File: src/rtl/exec_hazard_ctrl.sv
// Execute-stage hazard controller: load-use stalls, taken-branch flush, operand forwarding.
// Optional perf counters (stall_count_o / flush_count_o) are built when HAZARD_PERF_EN is defined.
module exec_hazard_ctrl #(
  parameter int unsigned REG_BITS     = 4,
  parameter int unsigned FLUSH_CYCLES = 2,
  parameter int unsigned LOAD_STALL   = 1,
  parameter int unsigned CNT_W        = 16
) (
  input  logic                clk_i,
  input  logic                rst_ni,
  input  logic [REG_BITS-1:0] rs1_i,
  input  logic [REG_BITS-1:0] rs2_i,
  input  logic                rs1_used_i,
  input  logic                rs2_used_i,
  input  logic [REG_BITS-1:0] id_ex_rd_i,
  input  logic                id_ex_reg_we_i,
  input  logic                id_ex_mem_read_i,
  input  logic [REG_BITS-1:0] ex_mem_rd_i,
  input  logic                ex_mem_reg_we_i,
  input  logic                ex_mem_from_alu_i,
  input  logic [REG_BITS-1:0] mem_wb_rd_i,
  input  logic                mem_wb_reg_we_i,
  input  logic                pc_we_i,
  output logic                stall_fetch_o,
  output logic                stall_decode_o,
  output logic                flush_decode_o,
  output logic                flush_execute_o,
  output logic [1:0]          fwd_a_o,
  output logic [1:0]          fwd_b_o,
`ifdef HAZARD_PERF_EN
  output logic [CNT_W-1:0]    stall_count_o,
  output logic [CNT_W-1:0]    flush_count_o,
`endif
  output logic                busy_o
);

  if (FLUSH_CYCLES < 1 || FLUSH_CYCLES > 15) begin : g_bad_flush_cycles
    $error("FLUSH_CYCLES must be in 1..15");
  end
  if (LOAD_STALL < 1 || LOAD_STALL > 15) begin : g_bad_load_stall
    $error("LOAD_STALL must be in 1..15");
  end
  if (CNT_W < 1) begin : g_bad_cnt_w
    $error("CNT_W must be at least 1");
  end

  localparam int unsigned StallInitInt = (LOAD_STALL > 1) ? (LOAD_STALL - 2) : 0;
  localparam logic [3:0]  FlushInit    = 4'(FLUSH_CYCLES - 1);
  localparam logic [3:0]  StallInit    = 4'(StallInitInt);

  typedef enum logic [1:0] {StRun, StStall, StFlush} state_e;

  state_e     state_q, state_d;
  logic [3:0] cnt_q, cnt_d;
  logic       hz;
  logic       stall, flush_dec, flush_exe;

  assign hz = id_ex_mem_read_i & id_ex_reg_we_i &
              ((rs1_used_i & (rs1_i == id_ex_rd_i)) | (rs2_used_i & (rs2_i == id_ex_rd_i)));

  always_ff @(posedge clk_i or negedge rst_ni) begin
    if (!rst_ni) begin
      state_q <= StRun;
      cnt_q   <= '0;
    end else begin
      state_q <= state_d;
      cnt_q   <= cnt_d;
    end
  end

  // A taken branch wins from every state; FLUSH restarts on a new one.
  always_comb begin
    state_d = state_q;
    cnt_d   = cnt_q;
    unique case (state_q)
      StRun: begin
        if (pc_we_i) begin
          state_d = StFlush;
          cnt_d   = FlushInit;
        end else if (hz && (LOAD_STALL > 1)) begin
          state_d = StStall;
          cnt_d   = StallInit;
        end
      end
      StStall, StFlush: begin
        if (pc_we_i) begin
          state_d = StFlush;
          cnt_d   = FlushInit;
        end else if (cnt_q == 4'd0) begin
          state_d = StRun;
        end else begin
          cnt_d = cnt_q - 4'd1;
        end
      end
      default: begin
        state_d = StRun;
        cnt_d   = '0;
      end
    endcase
  end

  always_comb begin
    stall     = 1'b0;
    flush_dec = 1'b0;
    flush_exe = 1'b0;
    unique case (state_q)
      StRun: begin
        if (!pc_we_i && hz) begin
          stall     = 1'b1;
          flush_exe = 1'b1;
        end
      end
      StStall: begin
        stall     = ~pc_we_i;
        flush_exe = 1'b1;
      end
      StFlush: begin
        flush_dec = 1'b1;
        flush_exe = 1'b1;
      end
      default: ;
    endcase
  end

  // Outputs are forced low while reset is held, including the forwarding selects.
  assign stall_fetch_o   = rst_ni & stall;
  assign stall_decode_o  = rst_ni & stall;
  assign flush_decode_o  = rst_ni & flush_dec;
  assign flush_execute_o = rst_ni & flush_exe;
  assign busy_o          = rst_ni & (state_q != StRun);

  always_comb begin
    fwd_a_o = 2'b00;
    fwd_b_o = 2'b00;
    if (rst_ni) begin
      if (ex_mem_reg_we_i && ex_mem_from_alu_i && rs1_used_i && (ex_mem_rd_i == rs1_i)) begin
        fwd_a_o = 2'b01;
      end else if (mem_wb_reg_we_i && rs1_used_i && (mem_wb_rd_i == rs1_i)) begin
        fwd_a_o = 2'b10;
      end
      if (ex_mem_reg_we_i && ex_mem_from_alu_i && rs2_used_i && (ex_mem_rd_i == rs2_i)) begin
        fwd_b_o = 2'b01;
      end else if (mem_wb_reg_we_i && rs2_used_i && (mem_wb_rd_i == rs2_i)) begin
        fwd_b_o = 2'b10;
      end
    end
  end

`ifdef HAZARD_PERF_EN
  logic [CNT_W-1:0] stall_cnt_q, stall_cnt_d;
  logic [CNT_W-1:0] flush_cnt_q, flush_cnt_d;

  always_comb begin
    stall_cnt_d = stall_cnt_q;
    flush_cnt_d = flush_cnt_q;
    if (stall && !(&stall_cnt_q)) stall_cnt_d = stall_cnt_q + CNT_W'(1);
    if (pc_we_i && !(&flush_cnt_q)) flush_cnt_d = flush_cnt_q + CNT_W'(1);
  end

  always_ff @(posedge clk_i or negedge rst_ni) begin
    if (!rst_ni) begin
      stall_cnt_q <= '0;
      flush_cnt_q <= '0;
    end else begin
      stall_cnt_q <= stall_cnt_d;
      flush_cnt_q <= flush_cnt_d;
    end
  end

  assign stall_count_o = stall_cnt_q;
  assign flush_count_o = flush_cnt_q;
`endif

endmodule

File: config.mk
export PLATFORM = sky130hd
export DESIGN_NAME = exec_hazard_ctrl
export DESIGN_NICKNAME = d
export VERILOG_FILES = /design/src/rtl/exec_hazard_ctrl.sv
export SDC_FILE = /design/constraint.sdc
export NUM_CORES = 1
export LEC_CHECK = 0
export CAP_MARGIN = 5
export CORE_MARGIN = 5
export CORE_UTILIZATION = 38
export CTS_CLUSTER_SIZE = 24
export DETAILED_ROUTE_END_ITERATION = 12
export PLACE_DENSITY = 0.83
export SETUP_SLACK_MARGIN = 0.4
export SLEW_MARGIN = 20
export SYNTH_ARGS = -nofsm -noshare
export SYNTH_HDL_FRONTEND = slang
export SYNTH_SLANG_ARGS = --single-unit
File: constraint.sdc
create_clock -name clk_i -period 2.4 [get_ports clk_i]
set_input_delay 0.36 -clock clk_i [delete_from_list [all_inputs] [get_ports clk_i]]
set_output_delay 0.36 -clock clk_i [all_outputs]
set_load 0.005 [all_outputs]
# Word level (Yosys, flattened, before mapping)
# Cells that the tools add are included.
totals:
  out_inout_bits: 9
  in_bits: 30
  register_bits: 6
op_classes:
  addsub: 1
  bitwise_logic: 10
  reduce_logical: 17
  n_eq_ne: 11
  muxes: 18
op_table:
  columns: ["cell", "n"]
  rows:
  - ["equality test 4 bit", 6]
  - ["two-way mux 2 bit", 9]
  - ["two-way mux 4 bit", 3]
  - ["logical AND 1 bit", 10]
  - ["bitwise AND 1 bit", 8]
  - ["one-hot mux 4 bit (2 select lines)", 1]
  - ["zero test 4 bit", 1]
  - ["one-hot mux 1 bit (2 select lines)", 2]
  - ["one-hot mux 2 bit (2 select lines)", 1]
  - ["AND reduction 2 bit", 2]
  - ["subtractor 4 x 1 -> 4 bit (second input constant)", 1]
  - ["!= test 3 x 1 -> 1 bit (second input constant)", 1]
  - ["!= test 3 bit (second input constant)", 1]
  - ["equality test 2 x 1 -> 1 bit (second input constant)", 1]
  - ["equality test 2 bit (second input constant)", 1]
  - ["zero test 2 bit", 1]
  - ["two-way mux 1 bit", 2]
  - ["!= test 2 bit (second input constant)", 1]
  - ["nonzero test 2 bit", 1]
  - ["OR reduction 2 bit", 1]
  - ["zero test 1 bit", 1]
  - ["inverter 1 bit", 1]
  - ["bitwise OR 1 bit", 1]

# Logic depth before layout (Yosys ltp)
# Gate-level depths: netlist (run 1).
depth:
  word_depth: 8
  mapped_depth: 5

# Worst setup path after synthesis (run 1)
# No wires, ideal clock.
synth_timing:
  path_type: "input port to output port"
  startpoint: "input pc_we_i"
  endpoint: "output stall_fetch_o"
  path_buffers: 1
  stages: 5
  arrival_time_ns: 1.082
  slack_ns: 0.958
  cell_sequence: "and4b_1 nand2_1 o22ai_1 and2_1 buf_4"
synth_via:
  elab_chain_len: 5
  word_cells_on_any_way: 6
synth_lines:
  columns: ["item", "line", "rtl"]
  rows:
  - ["start, declared", "23", "input logic pc_we_i,"]
  - ["zero test 1 bit", "108", "if (!pc_we_i && hz) begin"]
  - ["logical AND 1 bit", "108", null]
  - ["two-way mux 1 bit", "108", null]
  - ["one-hot mux 1 bit (2 select lines) *", "106", "unique case (state_q)"]
  - ["bitwise AND 1 bit *", null, null]
  - ["end, declared", "24", "output logic stall_fetch_o,"]
# Mark *: on every way between the ends. The rest lies on a longest branch, timed or not.

# Final worst setup path (run 1)
layout_timing:
  startpoint: "input mem_wb_rd_i[1]"
  endpoint: "output fwd_b_o[1]"
layout_via:
  elab_chain_len: 5
layout_lines:
  columns: ["item", "line", "rtl"]
  rows:
  - ["start, declared", "21", "input logic [REG_BITS-1:0] mem_wb_rd_i,"]
  - ["equality test 4 bit", "143", "end else if (mem_wb_reg_we_i && rs2_used_i && (mem_wb_rd_i == rs2_i)) begin"]
  - ["logical AND 1 bit", "143", null]
  - ["two-way mux 2 bit", "143", null]
  - ["two-way mux 2 bit", "141", "if (ex_mem_reg_we_i && ex_mem_from_alu_i && rs2_used_i && (ex_mem_rd_i == rs2_i)) begin"]
  - ["two-way mux 2 bit", "135", "if (rst_ni) begin"]
  - ["end, declared", "29", "output logic [1:0] fwd_b_o,"]
# No other way between the ends.

==> impl_metrics.tcl, run 1 <==
set metrics [dict create \
    hold_class "input pin to asynchronous set/reset pin" \
    diodes 0 \
    drive_gt1_frac 0.189 \
    route.detailed.drc 0 \
    p_switching_mw 0.212 \
    grt_max_degree 6 \
    vias_per_cell 5.15 \
    yosysUniqueCellTypes 25 \
    finalNonFillerCells 138 \
    power.share.sequential 0.262 \
    rsz0062_at_grt "yes" \
    vias 711 \
    dp.cells 130 \
    reg2reg_depth 5 \
    holdWs_ns 0.265 \
    drt_iter0_drc 4 \
    initial_utilization 0.404 \
    post-dp-hpwl_mm 1.59 \
    boundaryPins 39 \
    clock_path_buffers 2 \
    postCtsHoldBufs 0 \
    design.core.area_sq_um 1510 \
    path_cells "clkdlybuf4s50_1 > xnor2_1 > nand4_1 > nor3_1 > dlygate4sd2_1" \
    port_buffers 38 \
    cts_tree "built" \
    period_share 0.803 \
    clk_pin_slew_ns 0.04 \
    p_leak_nw 0.483 \
    antenna_found_initial 0 \
    h-tree-depth 1 \
    fin_crit_ns 1.93 \
    power_density_nw_per_um2 518 \
    final_common_cell "dlygate4sd2_1" \
    seq_area_frac_synth 0.206 \
    synth_fp_nets 104 \
    wl_mm 1.90 \
    p_comb_frac 0.558 \
    layout.nets 155 \
    clock_sinks 5 \
    status "finished, final reports clean" \
    grt_pass1_wl_mm 3.24 \
    synth_cells 72 \
    crit_family "buffers and inverters" \
    crit_type "input pin to output port" \
    synth_area_sq_um 608 \
    tns_ns 0 \
    crit_slowest_cell "clkdlybuf4s50_1" \
    end_kind "output port" \
    final_antenna_net_count 0 \
    fillerInstances 132 \
    swShare 0.379 \
    final_cell_mix "dlygate4sd2_1 (23), xnor2_1 (20), clkdlybuf4s50_1 (11)" \
    die_area_sq_um 2500 \
    power_mw 0.559 \
    maxCapViolations 0 \
    cp_max_fo 2 \
    rows 14 \
    grt_overflow 0 \
    ctsRootBufferMaster "clkbuf_4" \
    area_growth_pct 77.4 \
    required_ns 2.04 \
    grt_usage 0.166 \
    fmax_mhz 519 \
    arrival_ns 1.57 \
    wl_per_cell_um 13.8 \
    insertion_delay_ns 0.25 \
    drv_slew 0 \
    worst_pin_slew_ns 0.455 \
    slowest_delay_ns 0.52 \
    maxSlewHeadroom 0.696 \
    finalSetupViolCount 0 \
    cp_num_buf_inv 2 \
    synth-seq-cells 5 \
    die_x_um 50 \
    finalHoldViolCount 0 \
    dr.pass1.iters 3 \
    synth.avg_cell_area_sq_um 8.45 \
    p_int_mw 0.347 \
    die_h_um 50 \
    grt_pass1_vias 744 \
    cts_made_buffers 3 \
    fin_worst_skew_ns 0.00201 \
    ys_warn_count 0 \
    start_kind "input pin" \
    vdd_drop_max_mv 0.419 \
    cp.depth 5 \
    place.gp.congestion 0.808 \
    p_clk_frac 0.180 \
]
-- final cells by class --
cell class / instances / area (sq um) / area share
Timing Repair Buffer: 48 / 418 / 0.387
Inverter: 4 / 15.0 / 0.0139
Multi-Input combinational cell: 61 / 474 / 0.440
Tap cell: 16 / 20.0 / 0.0186
Clock buffer: 4 / 26.3 / 0.0244
Sequential cell: 5 / 125 / 0.116
-- metrics by stage --
stage                     area (sq um)  utilization  setup slack [ns]
after detailed placement          1040        0.689           -0.0640
after floorplan                    608            -             0.958
after global placement            1040        0.689          -0.00348
after global routing              1080        0.716             0.396
after CTS                         1080        0.719             0.377
final                             1080        0.716             0.472
-- state kept, by name, indices dropped and copies added, names as in the netlist --
register / flops
state_q: 1
cnt_q: 4
-- worst paths after layout --
kind	end	slack [ns]	from
setup / recovery	fwd_b_o[1]	0.47	mem_wb_rd_i[1]
hold / removal	cnt_q[2]	0.26	rst_ni
setup reg to reg	cnt_q[1]	0.93	cnt_q[0]
hold reg to reg	cnt_q[0]	0.54	cnt_q[0]
max in group asynchronous	state_q[1]	1.95	rst_ni
min in group clk_i	cnt_q[0]	0.54	cnt_q[0]
-- metal layers --
layer,routed length (um),up-vias,track usage
met5,0,-,0
met4,70,0,0.118
met3,145,7,0.0392
met2,985,31,0.287
met1,702,328,0.169
li1,-,345,-
-- Yosys cell counts --
library cell | number | area share
o21ai_0 | 1 | 0.0082
nor4_1 | 2 | 0.021
and4b_1 | 1 | 0.016
nand4_1 | 6 | 0.062
nand2_1 | 2 | 0.012
xnor2_1 | 20 | 0.29
nand3_1 | 2 | 0.016
a211oi_1 | 1 | 0.012
a211oi_2 | 1 | 0.021
inv_1 | 4 | 0.025
buf_4 | 2 | 0.025
dfrtp_1 | 5 | 0.21
xor2_1 | 6 | 0.086
nor2_2 | 1 | 0.010
or2_2 | 1 | 0.010
o22ai_1 | 1 | 0.010
nand2b_1 | 1 | 0.010
nor3_1 | 2 | 0.016
or2_1 | 1 | 0.010
ha_1 | 2 | 0.041
and2_1 | 4 | 0.041
nor2_1 | 2 | 0.012
or3_1 | 1 | 0.010
a21oi_1 | 2 | 0.016
nand3b_1 | 1 | 0.012
-- timing repair --
| item | CTS | global route |
|---|---|---|
| pin swaps | 12 | 7 |
| setup buffers | 4 | 0 |
| resized for setup | 35 | 5 |
| cloned | 0 | 0 |
| setup endpoints to repair | 9 | 6 |
-- power by group through the flow --
stage,combinational (mW),sequential [mW],clock (mW)
4_1_cts,0.316,0.146,0.106
3_5_place_dp,0.319,0.147,0
3_3_place_gp,0.308,0.146,0
6_report,0.312,0.147,0.100
2_1_floorplan,0.195,0.142,0
5_1_grt,0.346,0.151,0.111
-- worst register-to-register path: cells and delay by family (launching register included) --
family	cells	cell delay (ns)
AO/OA/AOI/OAI	2	0.61
buffers and inverters	1	0.08
adder cells (fa/ha/maj)	1	0.23
flip-flops	1	0.37
AND/OR/NAND/NOR	1	0.09
-- logic make-up (layout without fill, tap and decap cells) --
family / Yosys count / count (layout) / synth area share
AND/OR/NAND/NOR: 27 / 27 / 0.261
flip-flops: 5 / 5 / 0.206
AO/OA/AOI/OAI: 6 / 6 / 0.0679
XOR/XNOR: 26 / 26 / 0.374
adder cells (fa/ha/maj): 2 / 2 / 0.0411
buffers and inverters: 6 / 56 / 0.0494
Power figures use the tool's default switching activity.
==> run 2, diff against run 1 <==
- CORE_UTILIZATION: 38 -> 32
- PLACE_DENSITY: 0.83 -> 0.75
- clock period: 2.4 -> 1.55 ns (I/O delays scaled with it)
==> impl_metrics.tcl, run 2 (synthesized netlist as in run 1, its figures left out) <==
set metrics [dict create \
    status "finished, final reports clean" \
    vdd_drop_max_mv 0.669 \
    grt_usage 0.176 \
    die_x_um 53.6 \
    initial_utilization 0.345 \
    die_h_um 53.6 \
    fillerInstances 147 \
    rsz0062_at_grt "yes" \
    drive_gt1_frac 0.575 \
    wl_per_cell_um 15.5 \
    vias 747 \
    hold_depth 4 \
    boundaryPins 39 \
    fin_crit_ns 1.47 \
    final_common_cell "buf_6" \
    worst_pin_slew_ns 0.315 \
    ctsRootBufferMaster "clkbuf_4" \
    regMostFlops "cnt_q" \
    fin_worst_skew_ns 0.00263 \
    die_area_sq_um 2870 \
    reg2reg_depth 4 \
    layout.nets 160 \
    largest_register_ffs 4 \
    diodes 0 \
    antenna_found_initial 0 \
    clock_sinks 5 \
    start_kind "input pin" \
    final_cell_mix "buf_6 (16), buf_2 (12), buf_4 (11)" \
    route.detailed.drc 0 \
    maxCapViolations 0 \
    rows 15 \
    h-tree-depth 1 \
    period_share 0.950 \
    finalSetupViolCount 0 \
    cts_made_buffers 3 \
    end_kind "output port" \
    grt_overflow 0 \
    dp.cells 141 \
    multi_input_area_sq_um 613 \
    clock_path_buffers 2 \
    post-dp-hpwl_mm 1.70 \
    p_leak_nw 0.583 \
    pre_cts_ws_ns -0.643 \
    vias_per_cell 4.91 \
    setup_slack_ns 0.0776 \
    place.gp.congestion 0.831 \
    design.core.area_sq_um 1760 \
    fmax_mhz 679 \
    port_buffers 38 \
    maxSlewHeadroom 0.788 \
    drv_slew 0 \
    drt_iter0_drc 19 \
    cp_max_fo 2 \
    final_antenna_net_count 0 \
    grt_pass1_vias 778 \
    required_ns 1.32 \
    area_growth_pct 111 \
    grt_max_degree 6 \
    tns_ns 0 \
    reg_top3 "cnt_q x4, state_q x1" \
    wl_mm 2.36 \
    dr.pass1.iters 6 \
    grt_pass1_wl_mm 3.55 \
    insertion_delay_ns 0.25 \
    cts_tree "built" \
    hold_class "input pin to register" \
    finalHoldViolCount 0 \
    final_util 0.728 \
    power_density_nw_per_um2 846 \
    power_mw 1.09 \
    clk_pin_slew_ns 0.04 \
    finalNonFillerCells 152 \
    arrival_ns 1.24 \
    crit_type "input pin to output port" \
    seq_area_sq_um 125 \
]
run 2: cell type report:
cell class              count  share of cell area
well taps                  25              0.0244
clock buffers               4              0.0205
inverters                   4              0.0117
repair buffers             53               0.368
multi-input cells          61               0.478
flip-flops and latches      5              0.0975
run 2: per-layer routing:
layer  up-vias  global-route usage  share of wire
li1        354                   -              -
met1       352               0.199           0.40
met2        33               0.294           0.53
met3         8              0.0499          0.053
met4         0               0.102          0.019
met5         -                   0              0
run 2: repair_timing:
item / 4_1_cts / 5_1_grt
hold buffers: 1 / 0
endpoints found under the setup margin: 14 / 14
hold endpoints to repair: 5 / 0
gates resized for setup: 157 / 30
pin swaps: 30 / 19
setup buffers: 4 / 2
run 2: worst max-delay path, stage by stage:
cell	delay, ns
dlygate4sd2_1	0.24
nand4_1	0.16
nor4_2	0.26
buf_4	0.18
nor3_2	0.04
buf_2	0.13
run 2: power by group:
group	internal [mW]	switching, mW	total [mW]	leakage (nW)
Combinational	0.379	0.319	0.697	0.508
Clock	0.0975	0.0570	0.155	0.0150
Sequential	0.186	0.0489	0.235	0.0603
Total	0.662	0.425	1.09	0.583
run 2: path summary, 6_finish.rpt:
| check | start | to | slack, ns |
|---|---|---|---|
| setup / recovery | ex_mem_reg_we_i | fwd_a_o[1] | 0.08 |
| hold reg to reg | cnt_q[1] | cnt_q[1] | 0.61 |
| hold / removal | pc_we_i | cnt_q[2] | 0.35 |
| max in group asynchronous | rst_ni | cnt_q[3] | 0.71 |
| setup reg to reg | cnt_q[1] | cnt_q[3] | 0.25 |
| min in group asynchronous | rst_ni | cnt_q[1] | 0.62 |
run 2: per-stage QoR:
stage	area [sq um]	hold WS, ns
finish	1280	0.351
detailed placement	1070	0.543
global placement	1070	0.528
floorplan	614	-0.0631
CTS	1160	0.252
global route	1280	0.347
